### config.mk
export PLATFORM = sky130hd
export DESIGN_NAME = dmem_arbiter
export DESIGN_NICKNAME = d
export VERILOG_FILES = /design/src/rtl/dmem_pkg.sv /design/src/rtl/dmem_arbiter_rr_arb2.sv /design/src/rtl/dmem_arbiter.sv
export SDC_FILE = /design/constraint.sdc
export NUM_CORES = 1
export LEC_CHECK = 0
export ABC_AREA = 1
export CELL_PAD_IN_SITES_DETAIL_PLACEMENT = 2
export CELL_PAD_IN_SITES_GLOBAL_PLACEMENT = 2
export CORE_ASPECT_RATIO = 2
export CORE_MARGIN = 1.5
export CORE_UTILIZATION = 21
export DETAILED_ROUTE_END_ITERATION = 8
export GPL_TIMING_DRIVEN = 0
export MAX_ROUTING_LAYER = met4
export PLACE_DENSITY_LB_ADDON = 0.12
export SLEW_MARGIN = 10
export SYNTH_ARGS = -nofsm -noshare
export SYNTH_HDL_FRONTEND = slang
export SYNTH_SLANG_ARGS = --single-unit
### constraint.sdc
create_clock -name clk -period 1.78 [get_ports clk]
set_clock_uncertainty 0.15 [all_clocks]
set_input_delay 0.356 -clock clk [delete_from_list [all_inputs] [get_ports clk]]
set_output_delay 0.356 -clock clk [all_outputs]
set_load 0.005 [all_outputs]
### src/rtl/dmem_pkg.sv
// Shared types and funct3 encodings for the data-memory arbiter slice.
package dmem_pkg;

  typedef enum logic [1:0] {
    IDLE,
    ACCESS,
    RESP
  } state_t;

  localparam logic [2:0] F3_LB  = 3'b000;
  localparam logic [2:0] F3_LH  = 3'b001;
  localparam logic [2:0] F3_LW  = 3'b010;
  localparam logic [2:0] F3_LBU = 3'b100;
  localparam logic [2:0] F3_LHU = 3'b101;
  localparam logic [2:0] F3_SB  = 3'b000;
  localparam logic [2:0] F3_SH  = 3'b001;
  localparam logic [2:0] F3_SW  = 3'b010;

  function automatic logic is_store_f3(input logic [2:0] f3);
    return (f3 == F3_SB) || (f3 == F3_SH) || (f3 == F3_SW);
  endfunction

endpackage

### src/rtl/dmem_arbiter_rr_arb2.sv
// Combinational two-way round-robin grant; the port that did not win last time wins a tie.
module rr_arb2 (
  input  logic [1:0] valid,
  input  logic       last_grant,
  output logic [1:0] grant
);

  always_comb begin
    grant = '0;
    if (valid[0] && (!valid[1] || last_grant)) begin
      grant[0] = 1'b1;
    end else if (valid[1]) begin
      grant[1] = 1'b1;
    end
  end

endmodule

### src/rtl/dmem_arbiter.sv
// Two-requester round-robin sequencer for the single-port data memory:
// accept, one-cycle memory access, registered response to the winner.
module dmem_arbiter
  import dmem_pkg::*;
#(
  parameter int DATA_WIDTH = 32,
  parameter int ADDR_WIDTH = 32
) (
  input  logic                  clk,
  input  logic                  rst_n,
  input  logic                  req0_valid,
  output logic                  req0_ready,
  input  logic                  req0_we,
  input  logic [ADDR_WIDTH-1:0] req0_addr,
  input  logic [DATA_WIDTH-1:0] req0_wdata,
  input  logic [2:0]            req0_funct3,
  output logic                  rsp0_valid,
  output logic [DATA_WIDTH-1:0] rsp0_rdata,
  input  logic                  req1_valid,
  output logic                  req1_ready,
  input  logic                  req1_we,
  input  logic [ADDR_WIDTH-1:0] req1_addr,
  input  logic [DATA_WIDTH-1:0] req1_wdata,
  input  logic [2:0]            req1_funct3,
  output logic                  rsp1_valid,
  output logic [DATA_WIDTH-1:0] rsp1_rdata,
  output logic                  mem_we,
  output logic [ADDR_WIDTH-1:0] mem_addr,
  output logic [DATA_WIDTH-1:0] mem_wd,
  output logic [2:0]            mem_funct3,
  input  logic [DATA_WIDTH-1:0] mem_rd
);

  state_t                state, state_nxt;
  logic                  last_grant;
  logic [1:0]            grant;
  logic                  can_accept;
  logic                  accept0, accept1, accept;

  logic                  cap_we;
  logic [ADDR_WIDTH-1:0] cap_addr;
  logic [DATA_WIDTH-1:0] cap_wdata;
  logic [2:0]            cap_f3;
  logic                  cap_port;
  logic [DATA_WIDTH-1:0] rsp_data;

  rr_arb2 u_arb (
    .valid      ({req1_valid, req0_valid}),
    .last_grant (last_grant),
    .grant      (grant)
  );

  // Ready is gated by rst_n so nothing is accepted while reset is held.
  assign can_accept = rst_n && ((state == IDLE) || (state == RESP));
  assign req0_ready = can_accept && grant[0];
  assign req1_ready = can_accept && grant[1];
  assign accept0    = req0_valid && req0_ready;
  assign accept1    = req1_valid && req1_ready;
  assign accept     = accept0 || accept1;

  assign mem_addr   = cap_addr;
  assign mem_wd     = cap_wdata;
  assign mem_funct3 = cap_f3;
  // rst_n gating keeps a store that is in ACCESS at a reset edge from being written.
  assign mem_we     = rst_n && (state == ACCESS) && cap_we && is_store_f3(cap_f3);

  assign rsp_data   = cap_we ? '0 : mem_rd;

  always_comb begin
    state_nxt = state;
    case (state)
      IDLE:    if (accept) state_nxt = ACCESS;
      ACCESS:  state_nxt = RESP;
      RESP:    state_nxt = accept ? ACCESS : IDLE;
      default: state_nxt = IDLE;
    endcase
  end

  always_ff @(posedge clk) begin
    if (!rst_n) begin
      state      <= IDLE;
      last_grant <= 1'b1;
      cap_we     <= 1'b0;
      cap_addr   <= '0;
      cap_wdata  <= '0;
      cap_f3     <= '0;
      cap_port   <= 1'b0;
      rsp0_valid <= 1'b0;
      rsp1_valid <= 1'b0;
      rsp0_rdata <= '0;
      rsp1_rdata <= '0;
    end else begin
      state      <= state_nxt;
      rsp0_valid <= (state == ACCESS) && !cap_port;
      rsp1_valid <= (state == ACCESS) && cap_port;
      if (state == ACCESS) begin
        if (cap_port) rsp1_rdata <= rsp_data;
        else          rsp0_rdata <= rsp_data;
      end
      if (accept) begin
        last_grant <= accept1;
        cap_port   <= accept1;
        cap_we     <= accept1 ? req1_we     : req0_we;
        cap_addr   <= accept1 ? req1_addr   : req0_addr;
        cap_wdata  <= accept1 ? req1_wdata  : req0_wdata;
        cap_f3     <= accept1 ? req1_funct3 : req0_funct3;
      end
    end
  end

endmodule
After elaboration in Yosys (flattened, before gate mapping)
Index checks and enable logic that the tools add are counted.
Word-level totals
  flip-flop bits (word level): 138
  bits of input ports: 172
  output and inout bits: 136
  logic and storage cells: 50
Operators by class
  eq/ne operators: 5
  multiplexer cells: 11
  bitwise gates (word level): 1
  reductions and logical operators: 22
Operators by type and width (count)
  $mux W32: 3
  $logic_and A1 B1 Y1: 11
  $pmux W2 S3: 1
  $logic_or A1 B1 Y1: 5
  $mux W1: 5
  $reduce_and A2 Y1: 2
  $eq A3 B1 Y1 const B: 1
  $eq A3 B2 Y1 const B: 1
  $logic_not A3 Y1: 1
  $mux W3: 1
  $eq A2 B1 Y1 const B: 1
  $eq A2 B2 Y1 const B: 1
  $logic_not A1 Y1: 2
  $logic_not A2 Y1: 1
  $mux W2: 1
  $ne A2 B2 Y1 const B: 1
  $not A1 Y1: 1

Longest topological paths before layout
  depth after elaboration: 9
  depth in mapped cells: 11
  gate-level depth less buffers: 7

Hierarchy
Synthesis repeated with hierarchy kept, for this count alone.
Unflattened totals
  cells, all modules: 1015
  area, all modules: 6462.4 um^2
By module, submodules not included
  dmem_arbiter: instances 1, cells each 1011, area an instance 6434.9 um^2, seq. area each 2762.6 um^2
  rr_arb2: instances 1, cells each 4, area an instance 27.5 um^2, seq. area each 0.0 um^2

Least setup slack after synthesis
Ideal clock, no wire load.
  path kind: in2reg
  from: in rst_n
  to: reg cap_addr[12] (netlist: mem_addr[12])
  setup time: 0.112 ns
  arrival time: 1.340 ns
  required time: 1.518 ns
  path slack: 0.179 ns
  stages on the path: 11
  path buffers: 4
  cells stage by stage: buf_4 -> inv_2 -> nor2_4 -> buf_6 -> nand2_4 -> nand2_2 -> buf_6 -> buf_6 -> nand2_1 -> nor2_1 -> nor2_1
Between the ends
  word-level cells in the longest chain between the ends: 4
  elaborated cells between the ends (all ways): 7
  classes of those cells: mux: 1; reduce/logical: 6
Ends and longest elaborated chain
  start: declaration: line dmem_arbiter.sv:10  | input logic rst_n,
  $logic_and A1 B1 Y1: line dmem_arbiter.sv:54  | assign can_accept = rst_n && ((state == IDLE) || (state == RESP));
  $logic_and A1 B1 Y1 (on tied branches): line dmem_arbiter.sv:56, dmem_arbiter.sv:55
  $logic_and A1 B1 Y1 (on tied branches): line dmem_arbiter.sv:58, dmem_arbiter.sv:57
  $mux W32 / $logic_or A1 B1 Y1 (equally long branches): line dmem_arbiter.sv:104, dmem_arbiter.sv:59
  end signal: assignment: line dmem_arbiter.sv:104  | cap_addr <= accept1 ? req1_addr : req0_addr;
  end: declaration: line dmem_arbiter.sv:41  | logic [ADDR_WIDTH-1:0] cap_addr;
Several ways; a longest one is shown, not always the timed one.
A chain may end at the register's enable or synchronous reset.

Worst setup path in the final report
  from: reg last_grant
  to: out req1_ready
Between the ends
  word-level cells in the longest chain between the ends: 4
Ends and longest elaborated chain
  start: declaration: line dmem_arbiter.sv:35  | logic last_grant;
  start signal: assignment: line dmem_arbiter.sv:101  | last_grant <= accept1;
  $logic_or A1 B1 Y1: line dmem_arbiter_rr_arb2.sv:10  | if (valid[0] && (!valid[1] || last_grant)) begin
  $logic_and A1 B1 Y1: line dmem_arbiter_rr_arb2.sv:10
  $mux W1: line dmem_arbiter_rr_arb2.sv:10
  $logic_and A1 B1 Y1: line dmem_arbiter.sv:56  | assign req1_ready = can_accept && grant[1];
  end: declaration: line dmem_arbiter.sv:20  | output logic req1_ready,
No other way between the ends.

==> impl_metrics.ini <==
[worst_setup_path]
startpoint_type = flip-flop
r2r_start = state[0]$_SDFFE_PN0P_
critical_path_class = flip-flop to output port
cp_slowest_cell = dfxtp_2
critPathCaptureType = output port
worstPathArrival_ns = 1.36
cpMostUsedCell = buf_6
cp_slowest_stage_delay_ns = 0.34
path_max_fanout = 10
reg2reg_slack_ns = 0.10
r2r-end = mem_wd[7]$_SDFFE_PN0P_
r2r_cells = 8
crit_required_ns = 1.27
path_cells = a21oi_4 > buf_6 > buf_8 > nand2_4 > inv_2 > buf_6

[sta]
setup_tns_ns = -0.161
fmax_mhz = 537
setup_slack_ns = -0.0825
finalHoldViolations = 0
slew_headroom = 0.609
whs_ns = 0.309
fin_crit_sh = 1.05
tightest_slew_ns = 0.587
period_minus_slack_ns = 1.86
drv_slew = 0
rsz0062_at_grt = true
finalSetupViolCount = 3

[logic_synthesis]
syn_area_um2 = 6820
syn_nets = 1161
synth_area_leaders = dfxtp_1 41%, nand2_1 11%, nand3_1 10%
synth_edf_count = 0
seq_area_frac_synth = 0.405
yosysUniqueCellTypes = 23
synth_commonest_cells = 205 x nand2_1, 171 x nor2_1, 138 x dfxtp_1
ys.flop_type = dfxtp_1
syn-mean-instance-area_um2 = 6.90
synth_cells = 989
async_reset_ff_frac = 0
synth_top_area_share = 0.405
synth_most_common_cell = nand2_1
synth-seq-cells = 138
ys_warn_count = 0
synth_area_leader_cell = dfxtp_1

[clock_network]
clockBufferDepth = 2
clkSinkCount = 138
clk_pin_slew_worst_paths_ns = 0.06
ctsHoldBuffers = 0
clock-root-buffer = clkbuf_16
cts_htree_levels = 4
clk_latency_ns = 0.43
cts_tree = done
numCtsBuffers = 17

[routing]
avgRoutedWirePerCell_um = 18.2
drt_first_pass_iters = 4
drc_errors = 0
antenna_left = 0
drt_iter0_markers = 184
wl_um = 32200
viasPerCell = 4.42
route.vias.total = 7831

[grt]
grtUsageTotal = 0.199
antenna_found_initial = 2
grt_pass1_vias = 8755
grt_pass1_wl_um = 48600
grt_max_degree = 17
overflow = 0

[die]
fp.coreArea_um2 = 32100
pin_count = 308
initial_core_util = 0.212
die-area_um2 = 33600
rows = 93
die_y_um = 258
fp.dieW_um = 130

[hold_path]
holdPathStages = 2
worstHoldStart = rsp1_rdata[15]$_SDFFE_PN0P_
hold_path.class = flip-flop to flip-flop
worstHoldEndpoint = rsp1_rdata[15]$_SDFFE_PN0P_

[placement]
dp_slack_ns = -1.24
dpl_cell_area_um2 = 10400
routabilityCongestion = 0.803
dp_hpwl_um = 26000
io_buffers = 306

[layout]
final_area_um2 = 11300
drive_gt1_frac = 0.128
fillers = 3842
syn2layout_area_growth_pct = 65.2
nets = 1501

[power_and_ir_drop]
peakVddDrop_v = 0.000688
leakage_nw = 5.12
p_per_area_nw_per_um2 = 838

[status]
status = finished, violations left
violations = setup timing

[job]
cap_violations = 0
[area by class of cell]
cell class	count	area, um2	area share
clock buffers	18	429	0.0381
well taps	427	534	0.0474
multi-input cells	717	3570	0.317
flip-flops and latches	138	2800	0.249
clock inverters	14	158	0.0140
plain buffers	88	556	0.0493
repair buffers	323	3040	0.270
diodes	2	5.00	0.000444
inverters	44	174	0.0154
[through the flow]
stage,cells,total power (W),util
detailed placement,1722,0.00591,0.324
finish,1771,0.00944,0.351
global route,1771,0.0100,0.351
floorplan,989,0.00457,-
global placement,1722,0.00586,0.324
CTS,1763,0.00962,0.347
[registers in the layout (all words and copies together) (netlist names)]
register,flops
rsp0_rdata,32
cap_we,1
mem_addr,32
mem_funct3,3
rsp0_valid,1
last_grant,1
rsp1_rdata,32
mem_wd,32
cap_port,1
rsp1_valid,1
state,2
[routing by layer]
| metal | track usage | vias up | wire, um |
|---|---|---|---|
| met1 | 0.164 | 3726 | 10200 |
| met2 | 0.402 | 195 | 19400 |
| li1 | - | 3883 | - |
| met4 | 0.0662 | 0 | 635 |
| met5 | - | - | 0 |
| met3 | 0.0580 | 27 | 2030 |
[layout by cell type, fill, tap and decap left out, types with 5 or more instances in the layout]
cell / synthesis / final
a21boi_0: 68 / 68
nand2_1: 205 / 201
buf_4: 6 / 24
inv_6: 0 / 9
dfxtp_1: 138 / 108
inv_1: 42 / 38
clkbuf_2: 0 / 27
nor2_1: 171 / 164
buf_2: 25 / 17
buf_6: 4 / 8
nand3b_1: 64 / 64
dlygate4sd2_1: 0 / 133
clkbuf_16: 0 / 19
a21oi_1: 65 / 64
nand3_1: 136 / 136
dfxtp_2: 0 / 29
nor2_2: 0 / 6
clkbuf_4: 0 / 5
clkbuf_1: 50 / 21
clkdlybuf4s50_1: 0 / 168
[how the worst max path moves through the flow]
stage / to / startpoint / cells after the start
detailed placement: req1_ready / req1_valid / 8
floorplan: mem_addr[12]$_SDFFE_PN0P_ / rst_n / 11
finish: req1_ready / last_grant$_SDFFE_PN1P_ / 6
global route: mem_we / state[0]$_SDFFE_PN0P_ / 6
CTS: mem_we / state[0]$_SDFFE_PN0P_ / 6
global placement: req1_ready / req1_valid / 8
[cells by family after synthesis]
group                  after synthesis  synth area share
and+or+nand+nor                    581             0.384
buffers and inverters              134            0.0860
AOI/OAI and AO/OA                  136             0.125
DFF                                138             0.405
[power by group]
| group | total [W] | switching (W) | internal [W] |
|---|---|---|---|
| Clock | 0.00364 | 0.00155 | 0.00210 |
| Sequential | 0.00346 | 0.000122 | 0.00334 |
| Combinational | 0.00233 | 0.00121 | 0.00113 |
[critical path, delay by kind of cell, from the launching register on]
kind            cells  cell delay, ns
flops               1            0.34
buf+inv             4            0.40
compound gates      1            0.14
simple gates        1            0.05
[repair_timing]
| item | CTS | global route |
|---|---|---|
| setup buffers | 10 | 6 |
| gates resized for setup | 251 | 37 |
| pin swaps | 5 | 5 |
| gates cloned | 0 | 1 |
| endpoints found under the setup margin | 259 | 105 |
Note: power is estimated with default switching activity, not from simulation.
